## config.mk

```make
export PLATFORM = sky130hd
export DESIGN_NAME = present_sbox_layer_seq
export DESIGN_NICKNAME = d
export VERILOG_FILES = /design/src/rtl/present_dom_pkg.sv /design/src/rtl/sbox_tag_pipe.sv /design/src/rtl/present_sbox_layer_seq.sv
export SDC_FILE = /design/constraint.sdc
export NUM_CORES = 1
export LEC_CHECK = 0
export CAP_MARGIN = 40
export CORE_MARGIN = 8
export CORE_UTILIZATION = 35
export DETAILED_ROUTE_END_ITERATION = 7
export PLACE_DENSITY = 0.69
export SETUP_SLACK_MARGIN = 0.05
export SLEW_MARGIN = 20
export SYNTH_ARGS = -nofsm -noshare
export SYNTH_HDL_FRONTEND = slang
export SYNTH_HIERARCHICAL = 1
export SYNTH_SLANG_ARGS = --single-unit
```

## constraint.sdc

```tcl
create_clock -name clk -period 8.67 [get_ports clk]
set_input_delay 1.734 -clock clk [delete_from_list [all_inputs] [get_ports clk]]
set_output_delay 1.734 -clock clk [all_outputs]
set_load 0.02 [all_outputs]
```

## src/rtl/present_dom_pkg.sv

```systemverilog
// Shared constants and types for the masked PRESENT sbox-layer sequencer.
package present_dom_pkg;

    localparam int SBOX_LAT = 3;
    localparam int NIBBLES  = 16;

    typedef enum logic [1:0] {
        IDLE,
        ISSUE,
        DRAIN,
        DONE
    } state_e;

    typedef logic [3:0] nib_idx_t;

endpackage

```

## src/rtl/sbox_tag_pipe.sv

```systemverilog
// Valid/index delay line that shadows the external masked sbox latency so
// each returning result can be written back into the right nibble slot.
module sbox_tag_pipe
    import present_dom_pkg::*;
#(
    parameter int DEPTH = SBOX_LAT
) (
    input  logic     clk,
    input  logic     rst,
    input  logic     push_vld,
    input  nib_idx_t push_idx,
    output logic     ret_vld,
    output nib_idx_t ret_idx,
    output logic     pending
);

    logic [DEPTH-1:0] vld_q;
    logic [DEPTH-1:0] vld_d;
    nib_idx_t         idx_q [DEPTH];
    nib_idx_t         idx_d [DEPTH];

    // Shift the tags one stage per cycle; stage 0 takes the newly issued nibble.
    always_comb begin
        vld_d[0] = push_vld;
        idx_d[0] = push_idx;
        for (int i = 1; i < DEPTH; i++) begin
            vld_d[i] = vld_q[i-1];
            idx_d[i] = idx_q[i-1];
        end
    end

    // Tag registers; reset drops every in-flight nibble.
    always_ff @(posedge clk or posedge rst) begin
        if (rst) begin
            vld_q <= '0;
            for (int i = 0; i < DEPTH; i++) begin
                idx_q[i] <= '0;
            end
        end else begin
            vld_q <= vld_d;
            for (int i = 0; i < DEPTH; i++) begin
                idx_q[i] <= idx_d[i];
            end
        end
    end

    assign ret_vld = vld_q[DEPTH-1];
    assign ret_idx = idx_q[DEPTH-1];

    // Tags still in flight after this cycle's retirement (last stage excluded,
    // it is written back at the end of the current cycle).
    always_comb begin
        pending = 1'b0;
        for (int i = 0; i < DEPTH - 1; i++) begin
            pending = pending | vld_q[i];
        end
    end

endmodule

```

## src/rtl/present_sbox_layer_seq.sv

```systemverilog
// Feeds a 64-bit two-share PRESENT state nibble by nibble through an external
// pipelined masked sbox and reassembles the result shares. Share 0 and share 1
// travel through strictly separate registers and muxes.
module present_sbox_layer_seq #(
    parameter int SBOX_LAT = present_dom_pkg::SBOX_LAT,
    parameter int NIBBLES  = present_dom_pkg::NIBBLES
) (
    input  logic        clk,
    input  logic        rst,
    input  logic        in_valid,
    output logic        in_ready,
    input  logic [63:0] in_s0,
    input  logic [63:0] in_s1,
    output logic        rnd_req,
    input  logic        rnd_valid,
    input  logic        rnd,
    output logic [3:0]  sb_x_s0,
    output logic [3:0]  sb_x_s1,
    output logic        sb_r,
    input  logic [3:0]  sb_y_s0,
    input  logic [3:0]  sb_y_s1,
    output logic        out_valid,
    input  logic        out_ready,
    output logic [63:0] out_s0,
    output logic [63:0] out_s1
);

    import present_dom_pkg::*;

    state_e      state_q, state_d;
    nib_idx_t    idx_q, idx_d;
    logic [63:0] sh0_q, sh0_d, sh1_q, sh1_d;
    logic [63:0] res0_q, res0_d, res1_q, res1_d;
    logic        issue;
    logic        ret_vld;
    nib_idx_t    ret_idx;
    logic        pending;

    // Issue one nibble whenever a fresh random bit is available; idle lines stay 0.
    always_comb begin
        issue   = (state_q == ISSUE) && rnd_valid;
        sb_x_s0 = '0;
        sb_x_s1 = '0;
        sb_r    = 1'b0;
        if (issue) begin
            sb_x_s0 = sh0_q[4*idx_q +: 4];
            sb_x_s1 = sh1_q[4*idx_q +: 4];
            sb_r    = rnd;
        end
    end

    // Controller next state, share capture and handshake outputs.
    always_comb begin
        state_d   = state_q;
        idx_d     = idx_q;
        sh0_d     = sh0_q;
        sh1_d     = sh1_q;
        in_ready  = 1'b0;
        rnd_req   = 1'b0;
        out_valid = 1'b0;
        unique case (state_q)
            IDLE: begin
                in_ready = 1'b1;
                if (in_valid) begin
                    sh0_d   = in_s0;
                    sh1_d   = in_s1;
                    idx_d   = '0;
                    state_d = ISSUE;
                end
            end
            ISSUE: begin
                rnd_req = 1'b1;
                if (issue) begin
                    idx_d = idx_q + nib_idx_t'(1);
                    if (idx_q == nib_idx_t'(NIBBLES - 1)) begin
                        state_d = DRAIN;
                    end
                end
            end
            DRAIN: begin
                if (!pending) begin
                    state_d = DONE;
                end
            end
            DONE: begin
                out_valid = 1'b1;
                if (out_ready) begin
                    state_d = IDLE;
                end
            end
            default: state_d = IDLE;
        endcase
    end

    // Write each returning sbox result into the nibble slot its tag names.
    always_comb begin
        res0_d = res0_q;
        res1_d = res1_q;
        if (ret_vld) begin
            res0_d[4*ret_idx +: 4] = sb_y_s0;
            res1_d[4*ret_idx +: 4] = sb_y_s1;
        end
    end

    // State, index, share and result registers.
    always_ff @(posedge clk or posedge rst) begin
        if (rst) begin
            state_q <= IDLE;
            idx_q   <= '0;
            sh0_q   <= '0;
            sh1_q   <= '0;
            res0_q  <= '0;
            res1_q  <= '0;
        end else begin
            state_q <= state_d;
            idx_q   <= idx_d;
            sh0_q   <= sh0_d;
            sh1_q   <= sh1_d;
            res0_q  <= res0_d;
            res1_q  <= res1_d;
        end
    end

    sbox_tag_pipe #(
        .DEPTH(SBOX_LAT)
    ) u_tag_pipe (
        .clk     (clk),
        .rst     (rst),
        .push_vld(issue),
        .push_idx(idx_q),
        .ret_vld (ret_vld),
        .ret_idx (ret_idx),
        .pending (pending)
    );

    assign out_s0 = res0_q;
    assign out_s1 = res1_q;

endmodule

```

* After elaboration in Yosys (flattened, before gate mapping)
Cells that the tools add are included.
Storage, ports and cells: input bits 142, flip-flop bits (word level) 277, word-level logic and storage cells 50, output and inout bits 140
Operators by class: reductions and logical operators 6, eq/ne operators 9, add/sub/neg operators 2, mux-type cells 17, shift operators 5, bitwise operators 1
Operators by type and width (number):
- bitwise mux 64 bit | 2
- indexed part select 4 x 34 -> 64 bit | 2
- indexed part select 64 x 7 -> 4 bit | 2
- variable shift 4 x 34 -> 64 bit (first input constant) | 1
- negation 6 -> 34 bit | 1
- two-way mux 4 bit | 4
- two-way mux 2 bit | 5
- != test 2 bit (second input constant) | 4
- case mux 2 bit (4 select lines) | 1
- case mux 4 bit (2 select lines) | 1
- AND reduction 5 bit | 1
- adder 4 x 1 -> 4 bit (second input constant) | 1
- == test 2 bit (second input constant) | 2
- == test 4 bit (second input constant) | 1
- two-way mux 1 bit | 4
- AND reduction 3 bit | 1
- == test 2 x 1 -> 1 bit (second input constant) | 1
- zero test 2 bit | 1
- != test 2 x 1 -> 1 bit (second input constant) | 1
- AND reduction 2 bit | 1
- nonzero test 2 bit | 1
- logical AND 1 bit | 1
- OR 1 bit | 1

* Longest topological paths before layout
word-level depth 4, depth in mapped cells 10, mapped depth without buffers 6

* By module
Netlist, hierarchy kept.
By module, submodules not included:
- present_sbox_layer_seq | area each 11611.1 sq um, times used 1, cells each 802, sequential area each 6556.3 sq um
- sbox_tag_pipe | area each 385.4 sq um, times used 1, cells each 17, sequential area each 375.4 sq um

* Worst setup path after synthesis
No wires, ideal clock.
path type in2out, start in rnd_valid, end out sb_x_s0[3], data required time 6936 ps, path buffers 1, cell stages on the path 5, arrival 2781 ps, setup slack 4155 ps, path through clkbuf_1 > nand3_1 > a221oi_1 > o21ai_0 > o21ai_0
On the way: word-level cells in the longest chain between the ends 2
RTL lines:
- from (decl) | line present_sbox_layer_seq.sv:15 | input logic rnd_valid,
- logical AND 1 bit | line present_sbox_layer_seq.sv:41 | issue = (state_q == ISSUE) && rnd_valid;
- two-way mux 4 bit | line present_sbox_layer_seq.sv:45 | if (issue) begin
- to (decl) | line present_sbox_layer_seq.sv:17 | output logic [3:0] sb_x_s0,
Every way passes these cells.

* Worst setup path after layout
start in rnd_valid, end out sb_x_s0[1]
On the way: word-level cells in the longest chain between the ends 2
RTL lines:
- logical AND 1 bit | line present_sbox_layer_seq.sv:41
- named net issue | line present_sbox_layer_seq.sv:34 | logic issue;
- two-way mux 4 bit | line present_sbox_layer_seq.sv:45
The timed path passes the listed nets, and every way through them passes these cells.

==> run_results.csv <==
group,metric,value,unit
logic_synthesis,synth-simple-area-share,7.54,%
critical_path,critPathLaunchType,"input pin",
sta,max-slew-margin-rel,45.8,%
routing,postRouteAntennaNets,0,
critical_path,critPathMaxStageDelay,0.71,ns
routing,wire_per_inst,21.4,microns
layout,drive_gt1_share,30.8,%
logic_synthesis,synth_compound_area_share,3.29,%
clock_tree,clkSinkCount,277,
sta,skew,0.0210,ns
clock_tree,postCtsSetupBuffers,0,
floorplanning,num_io_pins,282,
sta,final_hold_viol_count,0,
placement,dpl_cell_area,15300,sq um
routing,vias_per_cell,5.00,
clock_tree,holdBufCountCts,0,
layout,fin_nets,1255,
logic_synthesis,synth_cell_types,46,
sta,rsz0062_at_grt,"no",
logic_synthesis,postSynthAreaPerCell,14.6,sq um
power_and_ir_drop,pwr-share-seq,38.9,%
power_and_ir_drop,power.density,306,nW/um^2
routing,num_vias,7933,
critical_path,critPathKind,"input pin to output port",
layout,fin_area,16500,sq um
global_routing,grt_usage,16.5,%
global_routing,gr-total-overflow,0,
logic_synthesis,ys.flop_type,"dfrtp_1",
placement,post-place-ws,2.64,ns
sta,tightest_slew,0.808,ns
critical_path,cp_cell_sequence,"clkdlybuf4s50_1 -> and2_1 -> nand2b_1 -> nor4_1 -> o21bai_1 -> clkdlybuf4s50_1",
routing,drt_iter0_drc,320,
critical_path,critPathArrivalTime,4.29,ns
status,outcome,"complete, no violations",
logic_synthesis,synthArstFlopShare,100,%
clock_tree,htreeDepth,1,
critical_path,crit_path_frequent_cell,"clkdlybuf4s50_1",
power_and_ir_drop,p_leak,7.30,nW
power_and_ir_drop,swShare,31.5,%
floorplanning,core,34100,sq um
logic_synthesis,synth_cells,819,
clock_tree,clkTransAtPathRegs,0.07,ns
floorplanning,die_h,201,microns
placement,hpwl,24800,microns
clock_tree,cts_resized,0,
placement,place_congestion,0.851,
logic_synthesis,synthesis.area,12000,sq um
critical_path,crit_fanout,11,
routing,drc,0,
power_and_ir_drop,power.switching,1.59,mW
layout,nFillCells,2983,
sta,hold_slack,0.345,ns
sta,tns,0,ns
floorplanning,start_util,35.2,%
global_routing,first_global_vias,8606,
critical_path,cp_slowest_cell,"clkdlybuf4s50_1",
layout,area_growth,37.4,%
floorplanning,die_w,201,microns
global_routing,grt_pass1_wl,53300,microns
global_routing,grt_max_degree,172,
critical_path,crit_required,6.94,ns
clock_tree,insertion_delay,0.56,ns
logic_synthesis,synth_edf_count,0,
logic_synthesis,yosysWarnings,6,
logic_synthesis,synth-xor-area-share,0.0730,%
global_routing,antenna_found_initial,4,
sta,layout_min_cycle_time,6.03,ns
routing,wl,33900,microns
power_and_ir_drop,combPwrFrac,33.5,%
sta,finalSetupViolations,0,
logic_synthesis,synthMuxAreaShare,28.8,%
sta,max_freq,0.166,GHz
power_and_ir_drop,pwr-share-clk,27.6,%
logic_synthesis,yosys.area_share.adder,0.730,%
sta,slew_viol_final,0,
floorplanning,rows,68,
logic_synthesis,synth_top_family_by_area,"multiplexers",
clock_tree,cts-root-buf,"clkbuf_16",
logic_synthesis,synth-seq-cells,277,
logic_synthesis,synth_fp_nets,968,
clock_tree,tritoncts,"built",
hold_path,min_path_type,"register to register",
critical_path,end_kind,"output port",
sta,layout_setup_ws,2.64,ns
clock_tree,numCtsBuffers,31,
placement,portBuffers,281,
floorplanning,dieArea,40500,sq um
job,maxCapViolations,0,
sta,fin_crit_sh,69.5,%
clock_tree,clockBufferDepth,3,
routing,drt_first_pass_iters,6,
power_and_ir_drop,ir_drop,185,uV
power_and_ir_drop,p_int,3.45,mW
logic_synthesis,synth_seq_area_share,57.8,%
cells in the mapped netlist, types with 3 or more instances:
library cell	count	share of area (%)
nor4_1	5	0.26
nand2b_1	6	0.31
o21ai_0	10	0.42
mux2i_1	16	1.3
buf_2	9	0.38
buf_4	3	0.19
nand3_1	9	0.38
mux2_2	243	23
a221oi_1	4	0.29
inv_1	10	0.31
nor2b_1	14	0.73
and3_1	18	0.94
mux4_2	24	4.5
o21bai_1	5	0.31
nand2_1	11	0.34
nand2_2	8	0.42
nor2_1	19	0.59
a21o_1	12	0.75
a211oi_1	10	0.63
and2_1	28	1.5
dfrtp_1	277	58
nor3_1	5	0.21
and4_1	12	0.88
ha_1	7	0.73
clkbuf_1	25	0.78
metrics by stage:
stage               cells  total power [mW]  utilization (%)
finish               1586              5.04             48.3
global route         1585              5.32             48.3
CTS                  1583              5.11             48.1
detailed placement   1526              3.69             44.9
global placement     1523              3.64             44.8
floorplan             819              3.05                -
final cells by class:
class	instances	area (sq um)	share of cell area [%]
clock buffers	45	888	5.39
multi-input cells	492	4860	29.5
well taps	455	569	3.45
inverters	11	45.0	0.273
flip-flops and latches	277	6930	42.1
diodes	1	2.50	0.0152
repair buffers	293	2980	18.1
clock inverters	12	198	1.20
worst max-delay path, delay by kind of cell:
kind	cells	cell delay (ns)
buffers and inverters	2	1.40
AOI/OAI and AO/OA	1	0.23
and+or+nand+nor	3	0.92
state kept, by name, indices dropped and copies added, names as in the netlist:
register            cells
idx_q                   4
u_tag_pipe/vld_q        3
state_q                 2
u_tag_pipe/ret_idx      4
u_tag_pipe/idx_d        8
sh0_q                  64
out_s1                 64
sh1_q                  64
out_s0                 64
routing by layer:
metal | GRT usage (%) | wire [microns] | up-vias
li1 | - | - | 3568
met4 | 4.26 | 940 | 6
met5 | 0 | 30 | -
met3 | 6.26 | 3030 | 59
met2 | 26.7 | 15800 | 277
met1 | 20.5 | 14100 | 4023
path summary, 6_finish.rpt:
check / slack [ns] / cells past startpoint / startpoint / to
max: 2.64 / 6 / rnd_valid / sb_x_s0[1]
max in group asynchronous: 5.49 / 4 / rst / idx_q[0]
max reg2reg: 5.06 / 8 / u_tag_pipe/ret_idx[0] / out_s1[37]
min: 0.35 / 0 / u_tag_pipe/idx_d[5] / u_tag_pipe/idx_d[1]
min reg2reg: 0.35 / 0 / u_tag_pipe/idx_d[5] / u_tag_pipe/idx_d[1]
min in group asynchronous: 1.72 / 2 / rst / u_tag_pipe/idx_d[1]
layout by cell type, fill, tap and decap left out, types with 3 or more instances in the layout:
cell,n
clkinv_2,3
nor2_1,19
mux4_2,24
mux2i_1,16
nor2b_1,14
nand2b_1,6
clkdlybuf4s50_1,281
clkbuf_8,6
bufinv_16,5
clkbuf_1,8
a21o_1,12
inv_1,9
nor3_1,5
buf_12,3
a211oi_1,10
ha_1,7
o21ai_0,10
clkinvlp_4,3
nor4_1,5
a221oi_1,4
o21bai_1,5
and2_1,28
nand2_2,8
mux2_2,243
and3_1,18
and4_1,12
buf_4,7
nand3_1,9
nand2_1,10
clkbuf_16,31
dfrtp_1,276
logic make-up after synthesis:
| logic type | after synthesis |
|---|---|
| XOR/XNOR | 1 |
| AO/OA/AOI/OAI | 52 |
| multiplexers | 285 |
| adder cells (fa/ha/maj) | 7 |
| AND/OR/NAND/NOR | 147 |
| flip-flops | 277 |
| buffers and inverters | 50 |
power groups by stage:
stage / Sequential (mW) / Combinational, mW / Clock, mW
floorplan: 1.96 / 1.09 / 0
global placement: 1.99 / 1.65 / 0
detailed placement: 1.98 / 1.71 / 0
CTS: 1.96 / 1.71 / 1.43
global route: 2.01 / 1.83 / 1.48
finish: 1.96 / 1.69 / 1.39
(Power assumes the default switching activity.)
